===== src/rtl/hit_manager_pkg.sv =====
// ----------------------------------------------------------------------------
// hit_manager_pkg
// Shared definitions for the player hit/lives manager:
//   - FSM state encoding (ALIVE, HIT, INVULN, DEAD)
//   - default parameter values for lives, debounce and invulnerability
//   - datapath widths (no arithmetic wider than 10 bits)
//   - knockback direction helper
// ----------------------------------------------------------------------------
package hit_manager_pkg;

    typedef enum logic [1:0] {
        ST_ALIVE  = 2'd0,
        ST_HIT    = 2'd1,
        ST_INVULN = 2'd2,
        ST_DEAD   = 2'd3
    } hm_state_t;

    localparam int LIVES_INIT_DEF      = 3;
    localparam int DEBOUNCE_FRAMES_DEF = 2;
    localparam int INVULN_FRAMES_DEF   = 90;

    localparam int POS_W   = 10;
    localparam int TIMER_W = 10;
    localparam int LIVES_W = 3;
    localparam int DEB_W   = 3;

    // Knockback pushes the player away from the hazard: 1 = push right when
    // the player is at or to the right of the hazard (ties push right).
    function automatic logic knock_right(input logic [POS_W-1:0] fx,
                                         input logic [POS_W-1:0] sx);
        return (fx >= sx);
    endfunction

endpackage


===== src/rtl/hit_manager_frame_timer.sv =====
// ----------------------------------------------------------------------------
// frame_timer
// Reusable frame down-counter for object blocks.
//   clk      : system clock
//   reset    : asynchronous active-high reset (count -> 0)
//   clear    : synchronous clear to 0 (highest priority)
//   load     : load count with load_val
//   load_val : value to load
//   tick     : decrement by one (frame pulse); holds at 0, never wraps
//   count    : current count
//   zero     : count == 0
//   one      : count == 1 (last frame before expiry)
// ----------------------------------------------------------------------------
module frame_timer
    import hit_manager_pkg::*;
#(
    parameter int W = TIMER_W
) (
    input  logic         clk,
    input  logic         reset,
    input  logic         clear,
    input  logic         load,
    input  logic [W-1:0] load_val,
    input  logic         tick,
    output logic [W-1:0] count,
    output logic         zero,
    output logic         one
);

    logic [W-1:0] count_q;
    logic [W-1:0] count_d;

    always_comb begin
        count_d = count_q;
        if (clear) begin
            count_d = '0;
        end else if (load) begin
            count_d = load_val;
        end else if (tick && (count_q != '0)) begin
            count_d = count_q - W'(1);
        end
    end

    always_ff @(posedge clk or posedge reset) begin
        if (reset) begin
            count_q <= '0;
        end else begin
            count_q <= count_d;
        end
    end

    assign count = count_q;
    assign zero  = (count_q == '0);
    assign one   = (count_q == W'(1));

endmodule


===== src/rtl/hit_manager.sv =====
// ----------------------------------------------------------------------------
// hit_manager
// Player hit detection, lives bookkeeping, knockback and invulnerability.
//   clk        : system clock
//   reset      : asynchronous active-high reset
//   frame_tick : one-clk pulse per video frame; collision is sampled only here
//   collision  : player/hazard overlap flag
//   f_x, s_x   : player and hazard x positions (10 bit, unsigned)
//   restart    : one-clk new-game request, overrides every other event
//   hit        : one-clk pulse while in HIT
//   knock_dir  : knockback direction latched at hit (0 left, 1 right)
//   lives      : remaining lives
//   invuln     : high in HIT and INVULN
//   blink      : sprite-hide strobe, INVULN and timer bit 3 set
//   game_over  : high in DEAD
// All outputs come from flops or are decoded from the registered state.
// ----------------------------------------------------------------------------
module hit_manager
    import hit_manager_pkg::*;
#(
    parameter int LIVES_INIT      = LIVES_INIT_DEF,
    parameter int DEBOUNCE_FRAMES = DEBOUNCE_FRAMES_DEF,
    parameter int INVULN_FRAMES   = INVULN_FRAMES_DEF
) (
    input  logic               clk,
    input  logic               reset,
    input  logic               frame_tick,
    input  logic               collision,
    input  logic [POS_W-1:0]   f_x,
    input  logic [POS_W-1:0]   s_x,
    input  logic               restart,
    output logic               hit,
    output logic               knock_dir,
    output logic [LIVES_W-1:0] lives,
    output logic               invuln,
    output logic               blink,
    output logic               game_over
);

    localparam logic [LIVES_W-1:0] LIVES_RST = LIVES_W'(LIVES_INIT);
    localparam logic [DEB_W-1:0]   DEB_LAST  = DEB_W'(DEBOUNCE_FRAMES - 1);
    localparam logic [TIMER_W-1:0] TMR_LOAD  = TIMER_W'(INVULN_FRAMES);

    hm_state_t          state_q, state_d;
    logic [LIVES_W-1:0] lives_q, lives_d;
    logic [DEB_W-1:0]   deb_q, deb_d;
    logic               knock_q, knock_d;

    logic               tmr_clear;
    logic               tmr_load;
    logic               tmr_tick;
    logic [TIMER_W-1:0] tmr_count;
    logic               tmr_zero;
    logic               tmr_one;

    frame_timer #(
        .W(TIMER_W)
    ) u_frame_timer (
        .clk      (clk),
        .reset    (reset),
        .clear    (tmr_clear),
        .load     (tmr_load),
        .load_val (TMR_LOAD),
        .tick     (tmr_tick),
        .count    (tmr_count),
        .zero     (tmr_zero),
        .one      (tmr_one)
    );

    always_comb begin
        state_d   = state_q;
        lives_d   = lives_q;
        deb_d     = deb_q;
        knock_d   = knock_q;
        tmr_clear = 1'b0;
        tmr_load  = 1'b0;
        tmr_tick  = 1'b0;

        if (restart) begin
            // New game wins over any hit, expiry or tick in the same cycle;
            // knock_dir deliberately keeps its last value.
            state_d   = ST_ALIVE;
            lives_d   = LIVES_RST;
            deb_d     = '0;
            tmr_clear = 1'b1;
        end else begin
            unique case (state_q)
                ST_ALIVE: begin
                    if (frame_tick) begin
                        if (collision) begin
                            // At the last debounce frame the counter holds
                            // (saturates) and the hit is taken instead.
                            if (deb_q >= DEB_LAST) begin
                                state_d = ST_HIT;
                            end else begin
                                deb_d = deb_q + DEB_W'(1);
                            end
                        end else begin
                            deb_d = '0;
                        end
                    end
                end

                ST_HIT: begin
                    knock_d = knock_right(f_x, s_x);
                    deb_d   = '0;
                    if (lives_q <= LIVES_W'(1)) begin
                        lives_d   = '0;
                        state_d   = ST_DEAD;
                        tmr_clear = 1'b1;
                    end else begin
                        lives_d  = lives_q - LIVES_W'(1);
                        state_d  = ST_INVULN;
                        tmr_load = 1'b1;
                    end
                end

                ST_INVULN: begin
                    tmr_tick = frame_tick;
                    // The timer lands on 0 on the same edge we leave INVULN.
                    // An already-zero timer can only arise from a corrupted
                    // state; fall back to ALIVE rather than sticking.
                    if ((frame_tick && tmr_one) || tmr_zero) begin
                        state_d = ST_ALIVE;
                    end
                end

                ST_DEAD: begin
                    lives_d = '0;
                end

                default: begin
                    state_d = ST_ALIVE;
                end
            endcase
        end
    end

    always_ff @(posedge clk or posedge reset) begin
        if (reset) begin
            state_q <= ST_ALIVE;
            lives_q <= LIVES_RST;
            deb_q   <= '0;
            knock_q <= 1'b0;
        end else begin
            state_q <= state_d;
            lives_q <= lives_d;
            deb_q   <= deb_d;
            knock_q <= knock_d;
        end
    end

    assign hit       = (state_q == ST_HIT);
    assign invuln    = (state_q == ST_HIT) || (state_q == ST_INVULN);
    assign blink     = (state_q == ST_INVULN) && tmr_count[3];
    assign game_over = (state_q == ST_DEAD);
    assign lives     = lives_q;
    assign knock_dir = knock_q;

endmodule


===== config.mk =====
export PLATFORM = sky130hd
export DESIGN_NAME = hit_manager
export DESIGN_NICKNAME = d
export VERILOG_FILES = /design/src/rtl/hit_manager_pkg.sv /design/src/rtl/hit_manager_frame_timer.sv /design/src/rtl/hit_manager.sv
export SDC_FILE = /design/constraint.sdc
export NUM_CORES = 1
export LEC_CHECK = 0
export BUFFER_PORTS_ARGS = -buffer_cell sky130_fd_sc_hd__buf_2
export CORE_ASPECT_RATIO = 1.2
export CORE_MARGIN = 2
export CORE_UTILIZATION = 36
export CTS_BUF_LIST = sky130_fd_sc_hd__clkbuf_8 sky130_fd_sc_hd__clkbuf_16
export CTS_CLUSTER_SIZE = 30
export DETAILED_ROUTE_END_ITERATION = 10
export PLACE_DENSITY = 0.63
export SLEW_MARGIN = 0
export SYNTH_ARGS = -nofsm -noshare
export SYNTH_HDL_FRONTEND = slang
export SYNTH_SLANG_ARGS = --single-unit

===== constraint.sdc =====
create_clock -name clk -period 1.9 [get_ports clk]
set_input_delay 0.38 -clock clk [delete_from_list [all_inputs] [get_ports clk]]
set_output_delay 0.38 -clock clk [all_outputs]
set_load 0.05 [all_outputs]

==> results of run 1 <==
==> final cells by class <==
class	count	area share (%)
tap	54	3.84
timing repair buffer	37	11.4
clock inverter	1	0.284
multi-input combinational	117	50.3
sequential	19	27.2
clock buffer	3	2.34
inverter	22	4.69
==> how the worst max path moves through the flow <==
stage	startpoint	endpoint	slack [ns]
after floorplan	lives[1]$_DFFE_PP1P_	u_frame_timer.count[3]$_DFFE_PP0P_	0.13
after global placement	state_q[0]$_DFFE_PP0P_	state_q[0]$_DFFE_PP0P_	0.12
after detailed placement	u_frame_timer.count[0]$_DFFE_PP0P_	state_q[1]$_DFFE_PP0P_	0.04
after CTS	u_frame_timer.count[0]$_DFFE_PP0P_	state_q[0]$_DFFE_PP0P_	0.006
after global routing	state_q[0]$_DFFE_PP0P_	blink	0.006
final	state_q[0]$_DFFE_PP0P_	blink	0.09
==> flip-flops by register name, summed over array words and instances (netlist names) <==
name	cells
u_frame_timer.count	10
state_q	2
deb_q	3
lives	3
knock_dir	1
==> cells in the mapped netlist, types with 2 or more instances <==
| cell type | number | share of area, % |
|---|---|---|
| dfrtp_1 | 17 | 29 |
| nor3_1 | 2 | 0.69 |
| o21bai_1 | 2 | 1.0 |
| or2_2 | 2 | 0.87 |
| clkbuf_1 | 2 | 0.52 |
| o21ai_0 | 9 | 3.1 |
| nand2b_1 | 3 | 1.3 |
| mux2i_1 | 3 | 2.1 |
| a211oi_1 | 3 | 1.6 |
| nand2_1 | 12 | 3.1 |
| o41ai_1 | 2 | 1.2 |
| ha_1 | 21 | 18 |
| dfstp_2 | 2 | 3.6 |
| a21oi_1 | 10 | 3.5 |
| nor2b_1 | 2 | 0.87 |
| nor4_1 | 2 | 0.87 |
| xnor2_1 | 2 | 1.2 |
| nand3_1 | 2 | 0.69 |
| a221oi_1 | 2 | 1.2 |
| o211ai_1 | 2 | 1.0 |
| inv_1 | 22 | 5.7 |
| nor2_1 | 15 | 3.9 |
==> what timing repair did <==
| item | CTS | global route |
|---|---|---|
| gates resized for setup | 0 | 4 |
| hold buffers | 0 | 0 |
| endpoints found under the setup margin | 0 | 5 |
| endpoints found under the hold margin | 0 | 0 |
| setup buffers | 0 | 0 |
==> per-layer routing <==
metal  global-route usage, %  vias up  part of all wire (%)
met4                    4.26        0                   1.7
met1                    17.7      567                    45
met5                       0        -                     0
met3                    2.64        4                   4.6
li1                        -      639                     -
met2                    25.6       33                    48
==> per-stage QoR <==
step	util, %	instances
2_1_floorplan	-	160
4_1_cts	45.1	253
6_report	45.4	253
3_5_place_dp	43.9	249
5_1_grt	45.4	253
3_3_place_gp	43.9	249
==> worst reg2reg max path, cell delays in order, from the launching register on <==
cell	delay (ns)
dfrtp_2	0.44
inv_1	0.09
ha_1	0.22
a21oi_1	0.12
and4bb_2	0.25
o21ai_1	0.23
a211oi_1	0.08
a211oi_1	0.23
==> where the power goes <==
| part | switching (mW) | internal [mW] |
|---|---|---|
| clock network | 0.136 | 0.146 |
| registers | 0.0323 | 0.442 |
| logic | 0.245 | 0.156 |
| total | 0.412 | 0.744 |
==> cell families after synthesis <==
family / after synthesis
DFF: 19
adders and majority gates: 21
xor gates and xnor gates: 3
buffers and inverters: 24
and+or+nand+nor: 50
AOI/OAI and AO/OA: 38
muxes: 5
==> results.json, run 1 <==
{
  "cp_cell_sequence": "inv_1 > ha_1 > buf_4 > and2_1 > clkbuf_4",
  "nets": 246,
  "tns_ns": 0,
  "die_w_um": 61.8,
  "insertion_delay_ns": 0.25,
  "dominantRegCellSynth": "dfrtp_1",
  "max_slew_margin_pct": 73.9,
  "outcome": "finished, final reports clean",
  "wl_mm": 3.00,
  "synth_edf_count": 0,
  "finalSetupViolCount": 0,
  "cts.clk_slew.worst_paths_ns": 0.07,
  "slew_viol_final": 0,
  "track_usage_pct": 14.6,
  "drt-initial-drc-count": 28,
  "worstSetupPathType": "flip-flop to primary output",
  "num_io_pins": 33,
  "wire_per_inst_um": 11.8,
  "drc": 0,
  "ys_ff_latch": 19,
  "critical_path.max_fanout": 5,
  "yosys-mux-area-fraction_pct": 3.90,
  "netlist_area_sq_um": 1440,
  "fill_cells": 424,
  "start_kind": "flip-flop",
  "cellLeakagePower_nw": 0.917,
  "min_period_ns": 1.81,
  "dpl_worst_slack_ns": 0.0396,
  "most-common-layout-cells": "31 x buf_2, 22 x inv_1, 20 x ha_1",
  "skew_ns": 0.00288,
  "syn2layout_area_growth_pct": 22.1,
  "post-route-period-util_pct": 95.1,
  "synth_nets": 206,
  "synthDistinctLibCells": 43,
  "hp-class": "input port to async pin",
  "synth_area_per_cell_sq_um": 9.02,
  "port_buffers": 32,
  "clk_path_buf_depth": 2,
  "fp.coreArea_sq_um": 3880,
  "synth_warnings": 0,
  "critPathSlowestCell": "dfrtp_1",
  "cp.required_ns": 1.52,
  "dr.pass1.iters": 4,
  "path_buf_inv": 3,
  "final_area_sq_um": 1760,
  "grt_max_degree": 20,
  "p_per_area_nw_per_um2": 656,
  "rows": 25,
  "die-area_sq_um": 4530,
  "tightest_slew_ns": 0.389,
  "htreeDepth": 1,
  "synthAdderAreaFrac_pct": 18.2,
  "synth_top_family_by_area": "simple AND/OR/NAND/NOR gates",
  "reg2reg_depth": 7,
  "grt_pass1_wl_mm": 5.09,
  "overflow": 0,
  "n_antenna_cell": 0,
  "yosysSeqAreaShare_pct": 33.1,
  "synth-simple-area-share_pct": 19.3,
  "cts_tree": "built",
  "via_per_inst": 4.91,
  "synth_compound_area_share_pct": 17.3,
  "ir_drop_mv": 0.276,
  "cp.arrival_ns": 1.43,
  "cts_made_buffers": 3,
  "post_dp_cell_area_sq_um": 1700,
  "total_power_mw": 1.16,
  "die_y_um": 73.3,
  "drv_cap": 0,
  "syn-instance-count": 160,
  "initial_utilization_pct": 37.2,
  "cp_slowest_stage_delay_ns": 0.38,
  "crit_cells": 5,
  "via_count": 1243,
  "drive_gt1_share_pct": 28.1,
  "r2r_slack_ns": 0.14,
  "place_congestion": 0.765,
  "root_buffer": "clkbuf_8",
  "fin_hold_ws_ns": 0.138,
  "endpoint_kind": "primary output",
  "worst_slack_ns": 0.0933,
  "r2r_start": "u_frame_timer.count[0]$_DFFE_PP0P_",
  "grt_pass1_vias": 1217,
  "rsz0062_at_grt": "false",
  "final_common_cell": "buf_2",
  "max_freq_mhz": 553,
  "clock_sinks": 19,
  "hold_violations": 0,
  "reg2reg_to": "state_q[0]$_DFFE_PP0P_",
  "multiInputGateArea_sq_um": 886,
  "ant_nets": 0,
  "antenna_found_initial": 0,
  "seqCellArea_sq_um": 479,
  "ys_async_sr_fraction_pct": 100,
  "dp.final_hpwl_mm": 2.43,
  "crit_family": "buffers and inverters",
  "synth-xor-area-share_pct": 1.82
}
Note: power is estimated with default switching activity, not from simulation.
==> run 2, diff against run 1 <==
--- a/config.mk
+++ b/config.mk
@@ -5,7 +5,7 @@
 export SDC_FILE = /design/constraint.sdc
 export NUM_CORES = 1
 export LEC_CHECK = 0
-export BUFFER_PORTS_ARGS = -buffer_cell sky130_fd_sc_hd__buf_2
+export BUFFER_PORTS_ARGS = -buffer_cell sky130_fd_sc_hd__buf_4
 export CORE_ASPECT_RATIO = 1.2
 export CORE_MARGIN = 2
 export CORE_UTILIZATION = 36
==> run 2 against run 1 <==
Cell count grew 0.40%. Combinational power grew 7.5%. Register-to-register slack lost 0.06 ns. Global-route usage grew 0.43 points. Routed wire length grew 3.5%. Worst setup slack lost 0.0083 ns. Largest power group unchanged. Utilization grew 2.2 points.
==> results.json, run 2 (synthesis gave the netlist of run 1 again) <==
{
  "overflow": 0,
  "finalSetupViolCount": 0,
  "hp-class": "input port to async pin",
  "place_congestion": 0.790,
  "switching_share_pct": 35.8,
  "total_power_mw": 1.20,
  "track_usage_pct": 15.0,
  "min_period_ns": 1.82,
  "outcome": "finished, final reports clean",
  "initial_utilization_pct": 37.2,
  "cp.arrival_ns": 2.00,
  "htreeDepth": 1,
  "cts_tree": "built",
  "fin_util_pct": 47.6,
  "die_y_um": 73.3,
  "tns_ns": 0,
  "worstSetupPathType": "flip-flop to flip-flop",
  "final_common_cell": "buf_4",
  "nets": 247,
  "drv_cap": 0,
  "port_buffers": 32,
  "grt_max_degree": 20,
  "most-common-layout-cells": "38 x buf_4, 22 x inv_1, 19 x ha_1",
  "max_freq_mhz": 551,
  "die_w_um": 61.8,
  "drc": 0,
  "via_count": 1253,
  "insertion_delay_ns": 0.27,
  "internal_power_mw": 0.771,
  "cts_made_buffers": 3,
  "start_kind": "flip-flop",
  "clock_sinks": 19,
  "n_antenna_cell": 0,
  "cts.clk_slew.worst_paths_ns": 0.08,
  "num_io_pins": 33,
  "grt_pass1_vias": 1219,
  "p_per_area_nw_per_um2": 651,
  "hold_violations": 0,
  "syn2layout_area_growth_pct": 28.0,
  "combPwrFrac_pct": 35.8,
  "pwr-share-seq_pct": 39.6,
  "via_per_inst": 4.93,
  "tightest_slew_ns": 0.486,
  "fp.coreArea_sq_um": 3880,
  "cp_cell_sequence": "inv_1 > ha_1 > nor2b_1 > and2_4 > or4_1 > a21oi_1",
  "largest_reg_flops": 10,
  "cp.required_ns": 2.09,
  "drt-initial-drc-count": 26,
  "ir_drop_mv": 0.323,
  "die-area_sq_um": 4530,
  "dr.pass1.iters": 4,
  "cp_slowest_stage_delay_ns": 0.47,
  "root_buffer": "clkbuf_8",
  "skew_ns": 0.00754,
  "switching_power_mw": 0.430,
  "slew_viol_final": 0,
  "grt_pass1_wl_mm": 5.16,
  "antenna_found_initial": 0,
  "wire_per_inst_um": 12.2,
  "critPathSlowestCell": "dfrtp_1",
  "critical_path.max_fanout": 5,
  "wl_mm": 3.10,
  "post-route-period-util_pct": 95.5,
  "max_slew_margin_pct": 67.3,
  "endpoint_kind": "flip-flop",
  "ant_nets": 0,
  "cellLeakagePower_nw": 0.945,
  "rows": 25,
  "drive_gt1_share_pct": 29.0,
  "clk_path_buf_depth": 2,
  "dp.final_hpwl_mm": 2.38,
  "clkPwrFrac_pct": 24.7,
  "rsz0062_at_grt": "false"
}
[run 2: worst max-delay path, delay by kind of cell, from the launching register on]
| family | cells | cell delay (ns) |
|---|---|---|
| flops | 1 | 0.47 |
| fa+ha+maj | 1 | 0.23 |
| simple gates | 3 | 0.79 |
| buf+inv | 1 | 0.10 |
| compound gates | 1 | 0.15 |
[run 2: worst paths after layout]
check	from	endpoint	slack [ns]	cells after the start
min reg2reg	knock_dir$_DFFE_PP0P_	knock_dir$_DFFE_PP0P_	0.54	2
min in group clk	restart	lives[2]$_DFFE_PP0P_	0.33	2
max	u_frame_timer.count[0]$_DFFE_PP0P_	u_frame_timer.count[8]$_DFFE_PP0P_	0.08	6
max reg2reg	u_frame_timer.count[0]$_DFFE_PP0P_	u_frame_timer.count[8]$_DFFE_PP0P_	0.08	6
min	reset	u_frame_timer.count[4]$_DFFE_PP0P_	0.13	3
max in group asynchronous	reset	lives[1]$_DFFE_PP1P_	1.50	3
[run 2: through the flow]
step           cell area (sq um)  hold slack (ns)  cells  worst slack, ns
2_1_floorplan               1450            0.330    160            0.133
3_3_place_gp                1790            0.437    250            0.113
3_5_place_dp                1790            0.433    250           0.0517
4_1_cts                     1840            0.142    254           0.0563
5_1_grt                     1850            0.172    254           0.0105
6_report                    1850            0.132    254           0.0849
[run 2: timing repair]
action	in CTS	in global routing
setup buffers	0	0
endpoints found under the setup margin	0	2
gates resized for setup	0	3
hold buffers	0	0
[run 2: power by group through the flow]
stage | clock, mW | sequential [mW] | combinational (mW)
floorplan | 0 | 0.535 | 0.234
global placement | 0 | 0.483 | 0.423
detailed placement | 0 | 0.483 | 0.424
CTS | 0.304 | 0.476 | 0.426
global route | 0.319 | 0.480 | 0.474
finish | 0.297 | 0.475 | 0.430
[run 2: per-layer routing]
layer  share of wire [%]  vias up  GRT usage [%]  routed length [um]
li1                    -      644              -                   -
met1                  43      567           18.5                1330
met2                  51       37           25.6                1570
met3                 4.3        5           1.76                 132
met4                 2.0        0           6.62                  63
met5                   0        -              0                   0
[run 2: cell type report]
cell class,count,area (sq um)
flip-flops and latches,19,478
well taps,54,67.6
inverters,22,82.6
clock inverters,1,5.00
multi-input cells,117,887
repair buffers,38,285
clock buffers,3,41.3
fillers,410,2030
==> run 3, diff against run 2 <==
--- a/config.mk
+++ b/config.mk
@@ -12,6 +12,7 @@
 export CTS_BUF_LIST = sky130_fd_sc_hd__clkbuf_8 sky130_fd_sc_hd__clkbuf_16
 export CTS_CLUSTER_SIZE = 30
 export DETAILED_ROUTE_END_ITERATION = 10
+export MAX_ROUTING_LAYER = met4
 export PLACE_DENSITY = 0.63
 export SLEW_MARGIN = 0
 export SYNTH_ARGS = -nofsm -noshare
==> run 3 against run 2 <==
Sequential power about the same. Total power about the same. Flip-flop and latch count unchanged. Global-route usage increased by 0.42 points. Critical endpoint unchanged.
==> results.json, run 3 (synthesis gave the netlist of run 1 again) <==
{
  "clk_path_buf_depth": 2,
  "dp.final_hpwl_mm": 2.38,
  "drive_gt1_share_pct": 29.0,
  "drv_cap": 0,
  "seqCellArea_sq_um": 478,
  "cts.clk_slew.worst_paths_ns": 0.08,
  "root_buffer": "clkbuf_8",
  "tightest_slew_ns": 0.486,
  "die_w_um": 61.8,
  "die_y_um": 73.3,
  "cts_tree": "built",
  "fp.coreArea_sq_um": 3880,
  "p_per_area_nw_per_um2": 651,
  "max_freq_mhz": 551,
  "cp.arrival_ns": 2.00,
  "dr.pass1.iters": 4,
  "outcome": "finished, final reports clean",
  "syn2layout_area_growth_pct": 28.0,
  "via_per_inst": 4.93,
  "wl_mm": 3.10,
  "most-common-layout-cells": "38 x buf_4, 22 x inv_1, 19 x ha_1",
  "switching_power_mw": 0.430,
  "track_usage_pct": 15.4,
  "critical_path.max_fanout": 5,
  "cellLeakagePower_nw": 0.945,
  "hold_violations": 0,
  "num_io_pins": 33,
  "rows": 25,
  "grt_pass1_wl_mm": 5.16,
  "htreeDepth": 1,
  "internal_power_mw": 0.771,
  "overflow": 0,
  "multiInputGateArea_sq_um": 887,
  "finalSetupViolCount": 0,
  "ir_drop_mv": 0.324,
  "initial_utilization_pct": 37.2,
  "clock_sinks": 19,
  "tns_ns": 0,
  "clkPwrFrac_pct": 24.7,
  "cts_made_buffers": 3,
  "slew_viol_final": 0,
  "combPwrFrac_pct": 35.8,
  "die-area_sq_um": 4530,
  "nets": 247,
  "max_slew_margin_pct": 67.3,
  "drc": 0,
  "final_common_cell": "buf_4",
  "postCtsHoldBufs": 0,
  "min_period_ns": 1.82,
  "hp-class": "input port to async pin",
  "port_buffers": 32,
  "switching_share_pct": 35.8,
  "pwr-share-seq_pct": 39.6,
  "grt_pass1_vias": 1219,
  "ant_nets": 0,
  "drt-initial-drc-count": 26,
  "skew_ns": 0.00754,
  "rsz0062_at_grt": "false",
  "place_congestion": 0.802,
  "r2r_slack_ns": 0.08,
  "post-route-period-util_pct": 95.5,
  "cp.required_ns": 2.09,
  "fill_cells": 410,
  "fin_util_pct": 47.6,
  "insertion_delay_ns": 0.27,
  "via_count": 1253,
  "start_kind": "flip-flop",
  "worstSetupPathType": "flip-flop to flip-flop",
  "grt_max_degree": 20,
  "endpoint_kind": "flip-flop",
  "antenna_found_initial": 0,
  "wire_per_inst_um": 12.2,
  "largest_reg_flops": 10,
  "n_antenna_cell": 0
}
[run 3: path summary, 6_finish.rpt]
path,start,depth (start not counted),to
max reg2reg,u_frame_timer.count[0]$_DFFE_PP0P_,6,u_frame_timer.count[8]$_DFFE_PP0P_
max,u_frame_timer.count[0]$_DFFE_PP0P_,6,u_frame_timer.count[8]$_DFFE_PP0P_
max in group asynchronous,reset,3,lives[1]$_DFFE_PP1P_
min,reset,3,u_frame_timer.count[4]$_DFFE_PP0P_
min in group clk,restart,2,lives[2]$_DFFE_PP0P_
min reg2reg,knock_dir$_DFFE_PP0P_,2,knock_dir$_DFFE_PP0P_
[run 3: layout make-up]
class	instances	share of cell area, %
Clock inverter	1	0.271
Clock buffer	3	2.24
Sequential cell	19	25.9
Inverter	22	4.47
Multi-Input combinational cell	117	48.0
Timing Repair Buffer	38	15.4
Tap cell	54	3.66
[run 3: critical path: stages, from the launching register on]
cell and delay (ns):
dfrtp_1 0.47, inv_1 0.10, ha_1 0.23, nor2b_1 0.15, and2_4 0.18, or4_1 0.46, a21oi_1 0.15
[run 3: what timing repair did]
item                                    in CTS  in global routing
buffers inserted                             0                  0
endpoints found under the setup margin       0                  2
gates resized for setup                      0                  3
[run 3: power by group through the flow]
stage | combinational [mW] | sequential, mW | clock, mW
floorplan | 0.234 | 0.535 | 0
CTS | 0.426 | 0.476 | 0.304
global route | 0.473 | 0.480 | 0.319
global placement | 0.423 | 0.483 | 0
finish | 0.430 | 0.475 | 0.297
detailed placement | 0.424 | 0.483 | 0
[run 3: routing by layer]
layer	global-route usage (%)	share of wire, %	up-vias
met1	18.9	44	567
met4	6.62	2.0	0
li1	-	-	644
met5	-	0	-
met2	25.6	51	37
met3	1.06	3.3	5
[run 3: metrics by stage]
stage          total power, mW  cells  cell area [sq um]  hold slack, ns  worst slack, ns
2_1_floorplan            0.768    160               1450           0.330            0.133
3_5_place_dp             0.907    250               1790           0.433           0.0517
4_1_cts                   1.21    254               1840           0.142           0.0563
3_3_place_gp             0.905    250               1790           0.437            0.113
5_1_grt                   1.27    254               1850           0.172           0.0105
6_report                  1.20    254               1850           0.132           0.0849
